$ cat config.mk
export PLATFORM = sky130hd
export DESIGN_NAME = slicer_scan_ctrl_flat
export DESIGN_NICKNAME = d
export VERILOG_FILES = /design/src/rtl/slicer_pkg.sv /design/src/rtl/slicer_scan_ctrl_if.sv /design/src/rtl/slicer_pulse_gen.sv /design/src/rtl/slicer_scan_ctrl.sv /design/src/flat_wrapper.sv
export SDC_FILE = /design/constraint.sdc
export NUM_CORES = 1
export LEC_CHECK = 0
export CAP_MARGIN = 25
export CORE_ASPECT_RATIO = 1.4
export CORE_MARGIN = 3
export CORE_UTILIZATION = 53
export CTS_CLUSTER_DIAMETER = 80
export DETAILED_ROUTE_END_ITERATION = 10
export PLACE_DENSITY = 0.8
export SLEW_MARGIN = 20
export SYNTH_ARGS = -nofsm -noshare
export SYNTH_HDL_FRONTEND = slang
export SYNTH_SLANG_ARGS = --single-unit
$ cat constraint.sdc
create_clock -name clk -period 2.1 [get_ports clk]
set_input_delay 0.21 -clock clk [delete_from_list [all_inputs] [get_ports clk]]
set_output_delay 0.21 -clock clk [all_outputs]
set_load 0.02 [all_outputs]
$ cat src/rtl/slicer_pkg.sv
// Shared types and constants for the time-multiplexed slicer scan controller.
package slicer_pkg;

    localparam int NCH_DEFAULT = 4;
    localparam int PULSE_CW    = 8;
    localparam int SETTLE_CW   = 4;

    typedef enum logic [2:0] {
        ST_IDLE,
        ST_SETUP,
        ST_SETTLE,
        ST_SAMPLE,
        ST_ADVANCE
    } state_t;

endpackage

$ cat src/rtl/slicer_scan_ctrl_if.sv
// Per-channel configuration write port (valid/ready) of the slicer scan controller.
interface slicer_scan_ctrl_if #(
    parameter int NCH = slicer_pkg::NCH_DEFAULT
);
    logic                   cfg_valid;
    logic                   cfg_ready;
    logic [$clog2(NCH)-1:0] cfg_ch;
    logic [7:0]             cfg_vref;
    logic [7:0]             cfg_width;

    modport master (
        output cfg_valid,
        output cfg_ch,
        output cfg_vref,
        output cfg_width,
        input  cfg_ready
    );

    modport slave (
        input  cfg_valid,
        input  cfg_ch,
        input  cfg_vref,
        input  cfg_width,
        output cfg_ready
    );
endinterface

$ cat src/rtl/slicer_pulse_gen.sv
// One-shot pulse stretcher for a single slicer channel; a load is ignored while
// a pulse is already running, so detections cannot retrigger it.
module slicer_pulse_gen
    import slicer_pkg::*;
(
    input  logic                clk,
    input  logic                rst_n,
    input  logic                i_load,
    input  logic [PULSE_CW-1:0] i_width,
    output logic                o_dout
);

    logic [PULSE_CW-1:0] r_cnt;

    always_ff @(posedge clk or negedge rst_n) begin
        if (!rst_n) begin
            r_cnt <= '0;
        end else if (r_cnt != '0) begin
            r_cnt <= r_cnt - 1'b1;
        end else if (i_load && (i_width != '0)) begin
            r_cnt <= i_width;
        end
    end

    assign o_dout = (r_cnt != '0);

endmodule

$ cat src/rtl/slicer_scan_ctrl.sv
// Round-robin scan of NCH slicer channels through one shared comparator/DAC,
// with rising-level detection stretched into per-channel fixed-width pulses.
module slicer_scan_ctrl
    import slicer_pkg::*;
#(
    parameter int         NCH        = NCH_DEFAULT,
    parameter int         SETTLE_CYC = 4,
    parameter logic [7:0] VREF_RST   = 8'h80,
    parameter logic [7:0] WIDTH_RST  = 8'd16
) (
    input  logic                   clk,
    input  logic                   rst_n,
    input  logic                   en,
    slicer_scan_ctrl_if.slave      cfg,
    output logic [$clog2(NCH)-1:0] ch_sel,
    output logic [7:0]             dac_code,
    input  logic                   cmp_in,
    output logic [NCH-1:0]         dout,
    output logic                   busy
);

    localparam int CHW = $clog2(NCH);

    state_t               r_state;
    state_t               w_state_next;
    logic [CHW-1:0]       r_ptr;
    logic [SETTLE_CW-1:0] r_settle;
    logic [CHW-1:0]       r_ch_sel;
    logic [7:0]           r_dac_code;
    logic [NCH-1:0]       r_level;
    logic [7:0]           w_vref  [NCH];
    logic [7:0]           w_width [NCH];
    logic [NCH-1:0]       w_load;
    logic                 w_ptr_locked;
    logic                 w_cfg_we;
    logic                 w_is_setup;

    always_ff @(posedge clk or negedge rst_n) begin
        if (!rst_n) begin
            r_state <= ST_IDLE;
        end else begin
            r_state <= w_state_next;
        end
    end

    always_comb begin
        w_state_next = r_state;
        busy         = 1'b1;
        w_ptr_locked = 1'b0;
        w_is_setup   = 1'b0;
        case (r_state)
            ST_IDLE: begin
                busy = 1'b0;
                if (en) w_state_next = ST_SETUP;
            end
            ST_SETUP: begin
                w_ptr_locked = 1'b1;
                w_is_setup   = 1'b1;
                w_state_next = ST_SETTLE;
            end
            ST_SETTLE: begin
                w_ptr_locked = 1'b1;
                if (r_settle == '0) w_state_next = ST_SAMPLE;
            end
            ST_SAMPLE: begin
                w_ptr_locked = 1'b1;
                w_state_next = ST_ADVANCE;
            end
            ST_ADVANCE: begin
                w_state_next = en ? ST_SETUP : ST_IDLE;
            end
            default: begin
                w_state_next = ST_IDLE;
            end
        endcase
    end

    // The active channel's entry is frozen from SETUP to SAMPLE so the DAC code
    // and the pulse width seen by the detector cannot change mid-measurement.
    assign cfg.cfg_ready = !(w_ptr_locked && (cfg.cfg_ch == r_ptr));
    assign w_cfg_we      = cfg.cfg_valid && cfg.cfg_ready;

    always_ff @(posedge clk or negedge rst_n) begin
        if (!rst_n) begin
            r_ptr      <= '0;
            r_settle   <= '0;
            r_ch_sel   <= '0;
            r_dac_code <= VREF_RST;
            r_level    <= '0;
        end else begin
            case (r_state)
                ST_SETUP: begin
                    r_settle   <= SETTLE_CW'(SETTLE_CYC - 1);
                    r_ch_sel   <= r_ptr;
                    r_dac_code <= w_vref[r_ptr];
                end
                ST_SETTLE: begin
                    if (r_settle != '0) r_settle <= r_settle - 1'b1;
                end
                ST_SAMPLE: begin
                    r_level[r_ptr] <= cmp_in;
                end
                ST_ADVANCE: begin
                    r_ptr <= (r_ptr == CHW'(NCH - 1)) ? '0 : r_ptr + 1'b1;
                end
                default: begin
                end
            endcase
        end
    end

    // SETUP presents the new channel in its own cycle; later states replay the
    // registered copy so the outputs hold through ADVANCE and IDLE.
    assign ch_sel   = w_is_setup ? r_ptr         : r_ch_sel;
    assign dac_code = w_is_setup ? w_vref[r_ptr] : r_dac_code;

    generate
        for (genvar gi = 0; gi < NCH; gi++) begin : gen_ch
            logic [7:0] r_vref;
            logic [7:0] r_width;

            always_ff @(posedge clk or negedge rst_n) begin
                if (!rst_n) begin
                    r_vref  <= VREF_RST;
                    r_width <= WIDTH_RST;
                end else if (w_cfg_we && (cfg.cfg_ch == CHW'(gi))) begin
                    r_vref  <= cfg.cfg_vref;
                    r_width <= cfg.cfg_width;
                end
            end

            assign w_vref[gi]  = r_vref;
            assign w_width[gi] = r_width;
            assign w_load[gi]  = (r_state == ST_SAMPLE) && (r_ptr == CHW'(gi)) &&
                                 cmp_in && !r_level[gi];

            slicer_pulse_gen u_pulse_gen (
                .clk     (clk),
                .rst_n   (rst_n),
                .i_load  (w_load[gi]),
                .i_width (w_width[gi]),
                .o_dout  (dout[gi])
            );
        end
    endgenerate

endmodule
$ cat src/flat_wrapper.sv
// flat-port wrapper written by rule: the top's interface ports become plain ports
module slicer_scan_ctrl_flat import slicer_pkg::*;
#(
    parameter int         NCH        = NCH_DEFAULT,
    parameter int         SETTLE_CYC = 4,
    parameter logic [7:0] VREF_RST   = 8'h80,
    parameter logic [7:0] WIDTH_RST  = 8'd16
)
  (clk, rst_n, en, ch_sel, dac_code, cmp_in, dout, busy, cfg_cfg_valid, cfg_cfg_ch, cfg_cfg_vref, cfg_cfg_width, cfg_cfg_ready);
  slicer_scan_ctrl_if #(.NCH(NCH)) cfg_i ();
  input  logic clk;
  input  logic rst_n;
  input  logic en;
  output logic [$clog2(NCH)-1:0] ch_sel;
  output logic [7:0] dac_code;
  input  logic cmp_in;
  output logic [NCH-1:0] dout;
  output logic busy;
  input wire logic [$bits(cfg_i.cfg_valid)-1:0] cfg_cfg_valid;
  input wire logic [$bits(cfg_i.cfg_ch)-1:0] cfg_cfg_ch;
  input wire logic [$bits(cfg_i.cfg_vref)-1:0] cfg_cfg_vref;
  input wire logic [$bits(cfg_i.cfg_width)-1:0] cfg_cfg_width;
  output wire logic [$bits(cfg_i.cfg_ready)-1:0] cfg_cfg_ready;
  assign cfg_i.cfg_valid = cfg_cfg_valid;
  assign cfg_i.cfg_ch = cfg_cfg_ch;
  assign cfg_i.cfg_vref = cfg_cfg_vref;
  assign cfg_i.cfg_width = cfg_cfg_width;
  assign cfg_cfg_ready = cfg_i.cfg_ready;
  slicer_scan_ctrl #(.NCH(NCH), .SETTLE_CYC(SETTLE_CYC), .VREF_RST(VREF_RST), .WIDTH_RST(WIDTH_RST)) u_core (.clk(clk), .rst_n(rst_n), .en(en), .cfg(cfg_i), .ch_sel(ch_sel), .dac_code(dac_code), .cmp_in(cmp_in), .dout(dout), .busy(busy));
endmodule
Word-level counts from Yosys, hierarchy flattened

Index checks and enable logic that the tools add are counted.

Bits in registers: 119
Input bits: 23
Output and inout port bits: 16

Add/sub/neg operators: 6
Order comparisons: 3
Equality and inequality tests: 14
Multiplexer cells: 26
Bitwise logic cells: 1
Reduce and logical (&&, ||, !) cells: 49

Operator list:

| cell                | number |
|---|---|
| $mux 8              | 11 |
| $reduce_bool 8->1   | 8 |
| $sub 8x1->8 const B | 4 |
| $logic_and 1x1->1   | 23 |
| $bmux 8 s2          | 1 |
| $pmux 3 s5          | 1 |
| $reduce_bool 2->1   | 5 |
| $eq 2x2->1 const B  | 4 |
| $pmux 4 s2          | 1 |
| $eq 3x2->1 const B  | 2 |
| $mux 3              | 2 |
| $logic_not 1->1     | 5 |
| $mux 1              | 5 |
| $bwmux 4            | 1 |
| $eq 2x1->1 const B  | 2 |
| $logic_not 2->1     | 2 |
| $logic_not 4->1     | 1 |
| $mux 2              | 2 |
| $mux 4              | 1 |
| $ne 2x1->1 const B  | 2 |
| $reduce_and 2->1    | 2 |
| $reduce_bool 4->1   | 1 |
| $sub 4x1->4 const B | 1 |
| $eq 3x1->1 const B  | 1 |
| other kinds (11)    | 11 |

Longest topological paths before layout

Depth after elaboration: 7
Depth in mapped cells: 8

Cells and area by module

From an unflattened synthesis, not the netlist that was laid out.

Cells, all modules: 463
Area total of the unflattened synthesis: 5933.2 um^2

By module, submodules not included:

| module                                               | times used | cells an instance | area an instance (um^2) | sequential area each (um^2) |
|---|---|---|---|---|
| slicer_scan_ctrl                                     | 1          | 247               | 3809.9                  | 2188.3 |
| slicer_pulse_gen at u_core.gen_ch[0].u_pulse_gen ... | 3          | 54                | 529.3                   | 200.2 |
| slicer_pulse_gen at u_core.gen_ch[1].u_pulse_gen     | 1          | 54                | 535.5                   | 200.2 |

Worst setup path after synthesis

Ideal clock, no wire load.

Path kind: register to register
Start: register u_core.r_ptr[0]
End: register u_core.gen_ch[0].u_pulse_gen.r_cnt[0]
Library setup time: 123 ps
Data arrival time: 2136 ps
Data required time: 1977 ps
Setup slack: -159 ps
Stages on the path, launching flop included: 9
Cell sequence: dfrtp_1 -> buf_4 -> buf_1 -> inv_1 -> ha_1 -> inv_1 -> a2111oi_2 -> nand2_1 -> o221a_2

Longest elaborated chain between the ends: 6

Ends and longest elaborated chain:

| what                            | RTL line                | source |
|---|---|---|
| start, declared                 | slicer_scan_ctrl.sv:26  | `logic [CHW-1:0] r_ptr;` |
| start signal, assigned          | slicer_scan_ctrl.sv:104 | `r_ptr <= (r_ptr == CHW'(NCH - 1)) ? '0 : r_ptr + 1'b1;` |
| $logic_not 2->1                 | slicer_scan_ctrl.sv:134 | `assign w_load[gi] = (r_state == ST_SAMPLE) && (r_ptr == CHW'(gi)) &&` |
| $logic_and 1x1->1 (2 in series) | slicer_scan_ctrl.sv:134 |  |
| $logic_and 1x1->1               | slicer_scan_ctrl.sv:135 | `cmp_in && !r_level[gi];` |
| $logic_and 1x1->1               | slicer_pulse_gen.sv:20  | `end else if (i_load && (i_width != '0)) begin` |
| $reduce_bool 2->1 (no line)     | n/a                     |  |
| end signal, assigned            | slicer_pulse_gen.sv:19  | `r_cnt <= r_cnt - 1'b1;` |
| end signal, assigned            | slicer_pulse_gen.sv:21  | `r_cnt <= i_width;` |
| end, declared                   | slicer_pulse_gen.sv:13  | `logic [PULSE_CW-1:0] r_cnt;` |

Every way passes these cells.
A chain may end at the register's enable or synchronous reset.

Worst setup path after layout

Start: register u_core.gen_ch[3].u_pulse_gen.r_cnt[0]
End: output port dout[3]

Longest elaborated chain between the ends: 1

Ends and longest elaborated chain:

| what                   | RTL line               | source |
|---|---|---|
| start, declared        | slicer_pulse_gen.sv:13 |  |
| start signal, assigned | slicer_pulse_gen.sv:19 |  |
| start signal, assigned | slicer_pulse_gen.sv:21 |  |
| $reduce_bool 8->1      | slicer_pulse_gen.sv:25 | `assign o_dout = (r_cnt != '0);` |
| end, declared          | flat_wrapper.sv:17     | `output logic [NCH-1:0] dout;` |

Every way passes these cells.

==> results_dict.tcl <==
set metrics [dict create \
    finalHoldViolCount 0 \
    cp_max_fo 2 \
    yosys-top-cells-area "dfrtp_1 48%, mux2_2 14%, dfstp_2 4.1%" \
    drive_gt1_share_pct 41.9 \
    final_core_util_pct 71.5 \
    slowest_stage "or4b_4" \
    cp.required_ns 1.89 \
    netlist_area_sq_um 5760 \
    cts.clk_slew.worst_paths_ns 0.05 \
    drtIter0Drc 177 \
    coreArea_sq_um 10500 \
    design_area_sq_um 7470 \
    critical_path_arrival_ns 2.05 \
    setup_ws_ns -0.164 \
    cts_buffer_depth 2 \
    synth-edff-count 0 \
    tightest_slew_ns 0.597 \
    grt_pass1_wl_mm 21.7 \
    drtPass1Iterations 4 \
    worstSetupPathType "flop to primary output" \
    grt-ovfl-total 0 \
    numClockSinks 119 \
    syn_inst 457 \
    post_dp_cell_area_sq_um 6630 \
    cp-start-kind "flop" \
    ys_ff_latch 119 \
    failed_checks "negative setup slack" \
    ant_nets 0 \
    synth.top_cells.by_count "110 x dfrtp_1, 71 x mux2_2, 24 x nor2_1" \
    cts_buffers 17 \
    final_nets 590 \
    synth_fp_nets 490 \
    start_util_pct 55.0 \
    fin_cells 708 \
    fp-row-count 44 \
    finClkSkew_ns 0.00904 \
    synth_top_area_share_pct 47.8 \
    grt_start_max_net_pins 47 \
    dieArea_sq_um 12200 \
    max_slew_margin_pct 60.2 \
    gp_congestion 0.818 \
    max-vdd-ir-drop_v 0.000902 \
    holdCritPathClass "primary input to asynchronous set/reset pin" \
    dpl.hpwl_mm 8.47 \
    dp_cells 661 \
    vias 4146 \
    fin_crit_sh_pct 108 \
    portBuffers 38 \
    pin_count 39 \
    rsz0062_at_grt "true" \
    drv_cap 0 \
    syn2layout_area_growth_pct 29.9 \
    cts_tree "built" \
    drc 0 \
    yosys.area.top_type "dfrtp_1" \
    avgViaCountPerCell 5.86 \
    ys.flop_type "dfrtp_1" \
    power_density_nw_per_um2 1310 \
    slew_violations 0 \
    layout_min_cycle_time_ns 2.26 \
    wirelength_mm 13.3 \
    cts-root-buf "clkbuf_16" \
    end_kind "primary output" \
    grt_pass1_vias 4506 \
    h-tree-depth 4 \
    die_x_microns 94.1 \
    diodes 0 \
    ys_seq_area_share_pct 51.9 \
    status "complete, but fails checks" \
    p_leak_nw 3.22 \
    postSynthAreaPerCell_sq_um 12.6 \
    setup_viol 5 \
    path_cells "inv_1, ha_1, or4b_4, or4_4, buf_6" \
    synth.most_common_cell "dfrtp_1" \
    synthArstFlopShare_pct 100 \
    yosys_warnings 0 \
    fmax_ghz 0.442 \
    die_h_microns 129 \
    track_usage_pct 23.3 \
    post_drt_wl_per_cell_microns 18.7 \
    max_stage_delay_ns 0.46 \
    dp_slack_ns -0.150 \
    antenna_found_initial 0 \
    hold_slack_ns 0.344 \
    ys_types 58 \
    clk_latency_ns 0.41 \
]
[flip-flops by register name (all words and copies together), names as in the netlist]
signal                           flops
u_core.gen_ch.r_vref                32
u_core.gen_ch.r_width               32
u_core.gen_ch.u_pulse_gen.r_cnt     32
u_core.r_ch_sel                      2
u_core.r_dac_code                    8
u_core.r_level                       4
u_core.r_ptr                         2
u_core.r_settle                      4
u_core.r_state                       3
[through the flow]
step / TNS [ns] / total power [mW]
final: -0.355 / 9.76
after global routing: -1.04 / 10.2
after CTS: -0.528 / 9.52
after detailed placement: -0.765 / 6.38
after global placement: -0.108 / 6.23
after floorplan: 0 / 5.31
[cell families (layout without fill, tap and decap cells)]
family / Yosys count / count (layout) / synth area share (%)
buffers and inverters: 47 / 160 / 4.15
adder cells (fa/ha/maj): 10 / 10 / 2.17
multiplexers: 95 / 95 / 20.7
AO/OA/AOI/OAI: 61 / 61 / 7.61
flip-flops: 119 / 119 / 51.9
XOR/XNOR: 14 / 14 / 2.13
AND/OR/NAND/NOR: 111 / 111 / 11.3
[routing by layer]
layer | part of all wire [%] | global-route usage [%] | up-vias
met5 | 0 | 0 | -
met3 | 4.4 | 7.20 | 24
met1 | 39 | 26.7 | 2161
li1 | - | - | 1856
met4 | 2.3 | 7.57 | 0
met2 | 54 | 41.4 | 105
[power breakdown]
group          total (mW)  internal (mW)  switching (mW)
registers            3.62           3.08           0.542
logic                3.17           1.80            1.37
clock network        2.97           1.97            1.00
total                9.76           6.85            2.91
[cell type report]
class	instances	area (sq um)
Sequential cell	119	2990
Clock buffer	22	444
Tap cell	138	173
Multi-Input combinational cell	291	2650
Inverter	25	93.8
Timing Repair Buffer	103	968
Fill cell	686	2990
Clock inverter	10	153
[cell usage in the layout (no fill, tap or decap), types with 18 or more instances in the layout]
cell,instances
a21oi_1,19
buf_4,54
nor3_1,18
mux2_4,18
clkdlybuf4s50_1,21
nor2_1,24
inv_1,22
mux2_2,63
dfrtp_1,109
[worst max-delay path: cells and delay by family (launching register included)]
| family | cells | cell delay [ns] |
|---|---|---|
| adder cells (fa/ha/maj) | 1 | 0.16 |
| buffers and inverters | 2 | 0.21 |
| flip-flops | 1 | 0.37 |
| AND/OR/NAND/NOR | 2 | 0.90 |
[final timing paths]
| path | from | slack, ns | end | depth (start not counted) |
|---|---|---|---|---|
| max | u_core.gen_ch[3].u_pulse_gen.r_cnt[0] | -0.16 | dout[3] | 5 |
| min | rst_n | 0.34 | u_core.gen_ch[0].u_pulse_gen.r_cnt[7] | 2 |
| max in group asynchronous | rst_n | 1.03 | u_core.gen_ch[2].r_width[4] | 3 |
| max reg2reg | u_core.gen_ch[3].u_pulse_gen.r_cnt[0] | 0.01 | u_core.gen_ch[3].u_pulse_gen.r_cnt[0] | 7 |
| min reg2reg | u_core.r_dac_code[4] | 0.50 | u_core.r_dac_code[4] | 1 |
| min in group clk | en | 0.49 | u_core.r_state[0] | 3 |
[repair_timing]
item,4_1_cts,5_1_grt
endpoints found under the setup margin,15,39
endpoints found under the hold margin,40,0
pin swaps,4,7
resized for setup,77,33
hold buffers,1,0
setup buffers,10,4
Power figures use the tool's default switching activity.
==> patch 1: new RTL, same settings <==
Re-encode `state_t` (5 states) as one-hot, 5 bits wide.
--- a/src/rtl/slicer_pkg.sv
+++ b/src/rtl/slicer_pkg.sv
@@ -6,10 +6,10 @@
     localparam int SETTLE_CW   = 4;
 
-    typedef enum logic [2:0] {
-        ST_IDLE,
-        ST_SETUP,
-        ST_SETTLE,
-        ST_SAMPLE,
-        ST_ADVANCE
+    typedef enum logic [4:0] {
+        ST_IDLE    = 5'b00001,
+        ST_SETUP   = 5'b00010,
+        ST_SETTLE  = 5'b00100,
+        ST_SAMPLE  = 5'b01000,
+        ST_ADVANCE = 5'b10000
     } state_t;
 
Function: same outputs for any inputs over 10 cycles, from zero or initial values and one cycle with rst_n low; not proved beyond that.
==> patch 1 against the original RTL <==
Sequential power down 14%; total power fell by 17%; routed wire length up 14%; area after synthesis increased by 6.1%; non-clock buffer count grew 2; the flow still finishes with violations (negative setup slack); sequential cell count grew 2; worst setup slack better by 0.095 ns; clock skew up 0.0020 ns; final area increased by 6.4%.
==> patch 1: results (changes against the original RTL) <==
Critical Path Sink dac_code[7]; worst setup path start u_core.r_ptr[0]$_DFFE_PN0N_; total global-route track usage 0.228 (-0.00541); Switch Pwr 2.21 mW (-24%); Synth top cells by count 111 x dfrtp_1, 40 x mux2_4, 28 x mux2_1, 23 x nor2_1; worst hold path class in2async; Post-Synth Adder-Cell Area 0.0205 (-0.00125); footprint of the multi-input gates 0.00301 mm^2 (+13%); XOR/XNOR Fraction of Synth Area 0.0287 (+0.00738); worst slew pin tran 0.682 ns (+0.0853 ns); crit-path max FO 7 (+5); leak pwr 3.33 nW (+3.7%); #MultiIn Comb 314 (+7.9%); PD cells 1020 mW/mm^2 (-22%); RR Startpoint u_core.r_state[2]$_DFFE_PN0P_; largest net degree at the start of global routing 50 (+6.4%); sequential cell area share 0.383 (-0.0172); Max VDD drop 0.720 mV (-20%); Comb. pwr 1.88 mW (-41%); R2R Path End u_core.gen_ch[2].u_pulse_gen.r_cnt[7]$_DFFE_PN0P_; # Post-CTS Setup Buffers 6 (-4); initial DRC count 358 (+100%); mux share of post-synthesis cell area 0.203 (-0.00391); DP Wirelength 9.18 mm (+8.4%); violated checks negative setup slack; Clock-cell share 0.0795 (-0.000368); Sink Count 121 (+1.7%); CP arrival 1.96 ns (-0.09 ns); syn_nets 515 (+5.1%); Resized Gates After CTS 94 (+22%); share of layout cells above drive strength 1 0.376 (-0.0428); Slowest cell on crit path mux4_2; DR pass1 iterations 5 (+1); first-pass GRT wire length 23.2 mm (+6.7%); status finished, violations left; antenna diode count 0 (unchanged); average wire per standard cell 20.5 um (+9.2%); Top delay family on crit path multiplexers; register area share after synthesis 0.498 (-0.0215); H-tree depth 4 (unchanged); # setup viols final 8 (+3); Fill cells 719 (+4.8%); CP max stage delay 0.53 ns (+0.07 ns); vias in the first global route 4568 (+1.4%); largest cells by area after synthesis dfrtp_1 45%, mux2_4 9.8%, mux2_1 5.2%; clock buf count 24 (+9.1%); FF-to-FF path depth 9 (+2); invs w/o clock 23 (-8.0%); Non-clock buffer share 0.126 (-0.00366); Non-clk bufs 105 (+1.9%); Vias 4352 (+5.0%); clock power share 0.388 (+0.083); worst setup margin -0.0690 ns (+0.0947 ns); post-synthesis compound-gate area fraction 0.0793 (+0.00320); Final Wtd Congestion 0.799 (-2.3%); nets 615 (+4.2%); post-route setup TNS -0.440 ns (-0.0849 ns)
-- patch 1: layer usage --
layer,vias up,share of wire,track usage
li1,1944,-,-
met3,33,0.040,0.0501
met2,149,0.54,0.402
met1,2226,0.39,0.270
met5,-,0,0
met4,0,0.027,0.0874
-- patch 1: logic make-up after synthesis --
family / count (synthesis)
flip-flops: 121
adder cells (fa/ha/maj): 10
AND/OR/NAND/NOR: 136
AO/OA/AOI/OAI: 59
buffers and inverters: 47
multiplexers: 89
XOR/XNOR: 20
-- patch 1: per-stage QoR --
step                      hold slack [ns]  cell area, um^2  setup WS, ns  utilization  cells
after global routing                0.332             7950        -0.105        0.720    736
after CTS                           0.318             7690       -0.0788        0.697    723
after global placement              0.192             6880        -0.237        0.624    681
after floorplan                   -0.0856             6110        0.0864            -    482
after detailed placement            0.199             6910        -0.310        0.626    683
final                               0.297             7950       -0.0690        0.720    736
==> patch 2: new RTL, same flow settings <==
Without the edit above. `NCH_DEFAULT`: 4 -> 8.
--- a/src/rtl/slicer_pkg.sv
+++ b/src/rtl/slicer_pkg.sv
@@ -2,5 +2,5 @@
 package slicer_pkg;
 
-    localparam int NCH_DEFAULT = 4;
+    localparam int NCH_DEFAULT = 8;
     localparam int PULSE_CW    = 8;
     localparam int SETTLE_CW   = 4;
Ports: changed (resized cfg_cfg_ch, ch_sel and dout); port bits go from 39 to 45. No check against the original RTL was run, so the function may have changed too.
==> patch 2 against the original RTL <==
The flow still finishes with violations (negative setup slack); sequential cell count rose by 102; total power rose by 72%; area after synthesis rose by 87%; sequential share of layout area fell by 1.3 points; global-route usage rose by 3.3 points; routed wire length rose by 140%; final area rose by 92%; worst setup slack got worse by 0.18 ns.
==> patch 2: results (changes against the original RTL) <==
status finished, violations left; violated checks negative setup slack; crit-path max FO 5 (+3); nets 1142 (+94%); CP max stage delay 0.48 ns (+0.02 ns); total global-route track usage 0.266 (+0.0326); Post-Synth Adder-Cell Area 0.0186 (-0.00317); Synth cell types 75 (+29%); Resized Gates After CTS 220 (+190%); clock-pin slew on the worst setup and hold paths 0.07 ns (+0.02 ns); largest net degree at the start of global routing 71 (+51%); Switch Pwr 5.61 mW (+93%); FF-to-FF path depth 8 (+1); port bufs 44 (+16%); Reg2Reg Setup Slack -0.25 ns (-0.26 ns); Largest regs u_core.gen_ch.r_vref (64), u_core.gen_ch.r_width (64), u_core.gen_ch.u_pulse_gen.r_cnt (64); Final Wtd Congestion 0.822 (+0.55%); Non-clock buffer share 0.150 (+0.0203); Comb. pwr 6.23 mW (+97%); #MultiIn Comb 601 (+110%); worst setup margin -0.344 ns (-0.180 ns); first-pass GRT wire length 47.2 mm (+120%); Top delay family on crit path compound AO/OA/AOI/OAI gates; Worst-Skew Late Latency 0.51 ns (+0.10 ns); # setup viols final 145 (+140); Non-clk bufs 219 (+110%); Critical Path Sink dac_code[5]; Clock-cell share 0.0520 (-0.0278); post-synthesis compound-gate area fraction 0.106 (+0.0299); Tapcells 252 (+83%)
patch 2: metal layers:
| layer | GRT usage | vias up | part of all wire |
|---|---|---|---|
| li1 | - | 3727 | - |
| met5 | 0 | - | 0 |
| met4 | 0.132 | 0 | 0.066 |
| met2 | 0.485 | 356 | 0.52 |
| met1 | 0.302 | 4325 | 0.36 |
| met3 | 0.0349 | 142 | 0.053 |
patch 2: worst reg2reg max path: cells and delay by family, from the launching register on:
| family | cells | cell delay [ns] |
|---|---|---|
| buffers and inverters | 4 | 0.63 |
| and+or+nand+nor | 2 | 0.62 |
| DFF | 1 | 0.48 |
| muxes | 1 | 0.31 |
| xor gates and xnor gates | 1 | 0.19 |
patch 2: per-stage QoR:
stage	cells	TNS [ns]	setup slack, ns
after global placement	1274	-9.24	-0.120
after detailed placement	1274	-16.91	-0.191
after global routing	1369	-27.25	-0.355
final	1369	-18.62	-0.344
after floorplan	902	-0.0660	-0.00388
after CTS	1361	-11.69	-0.224
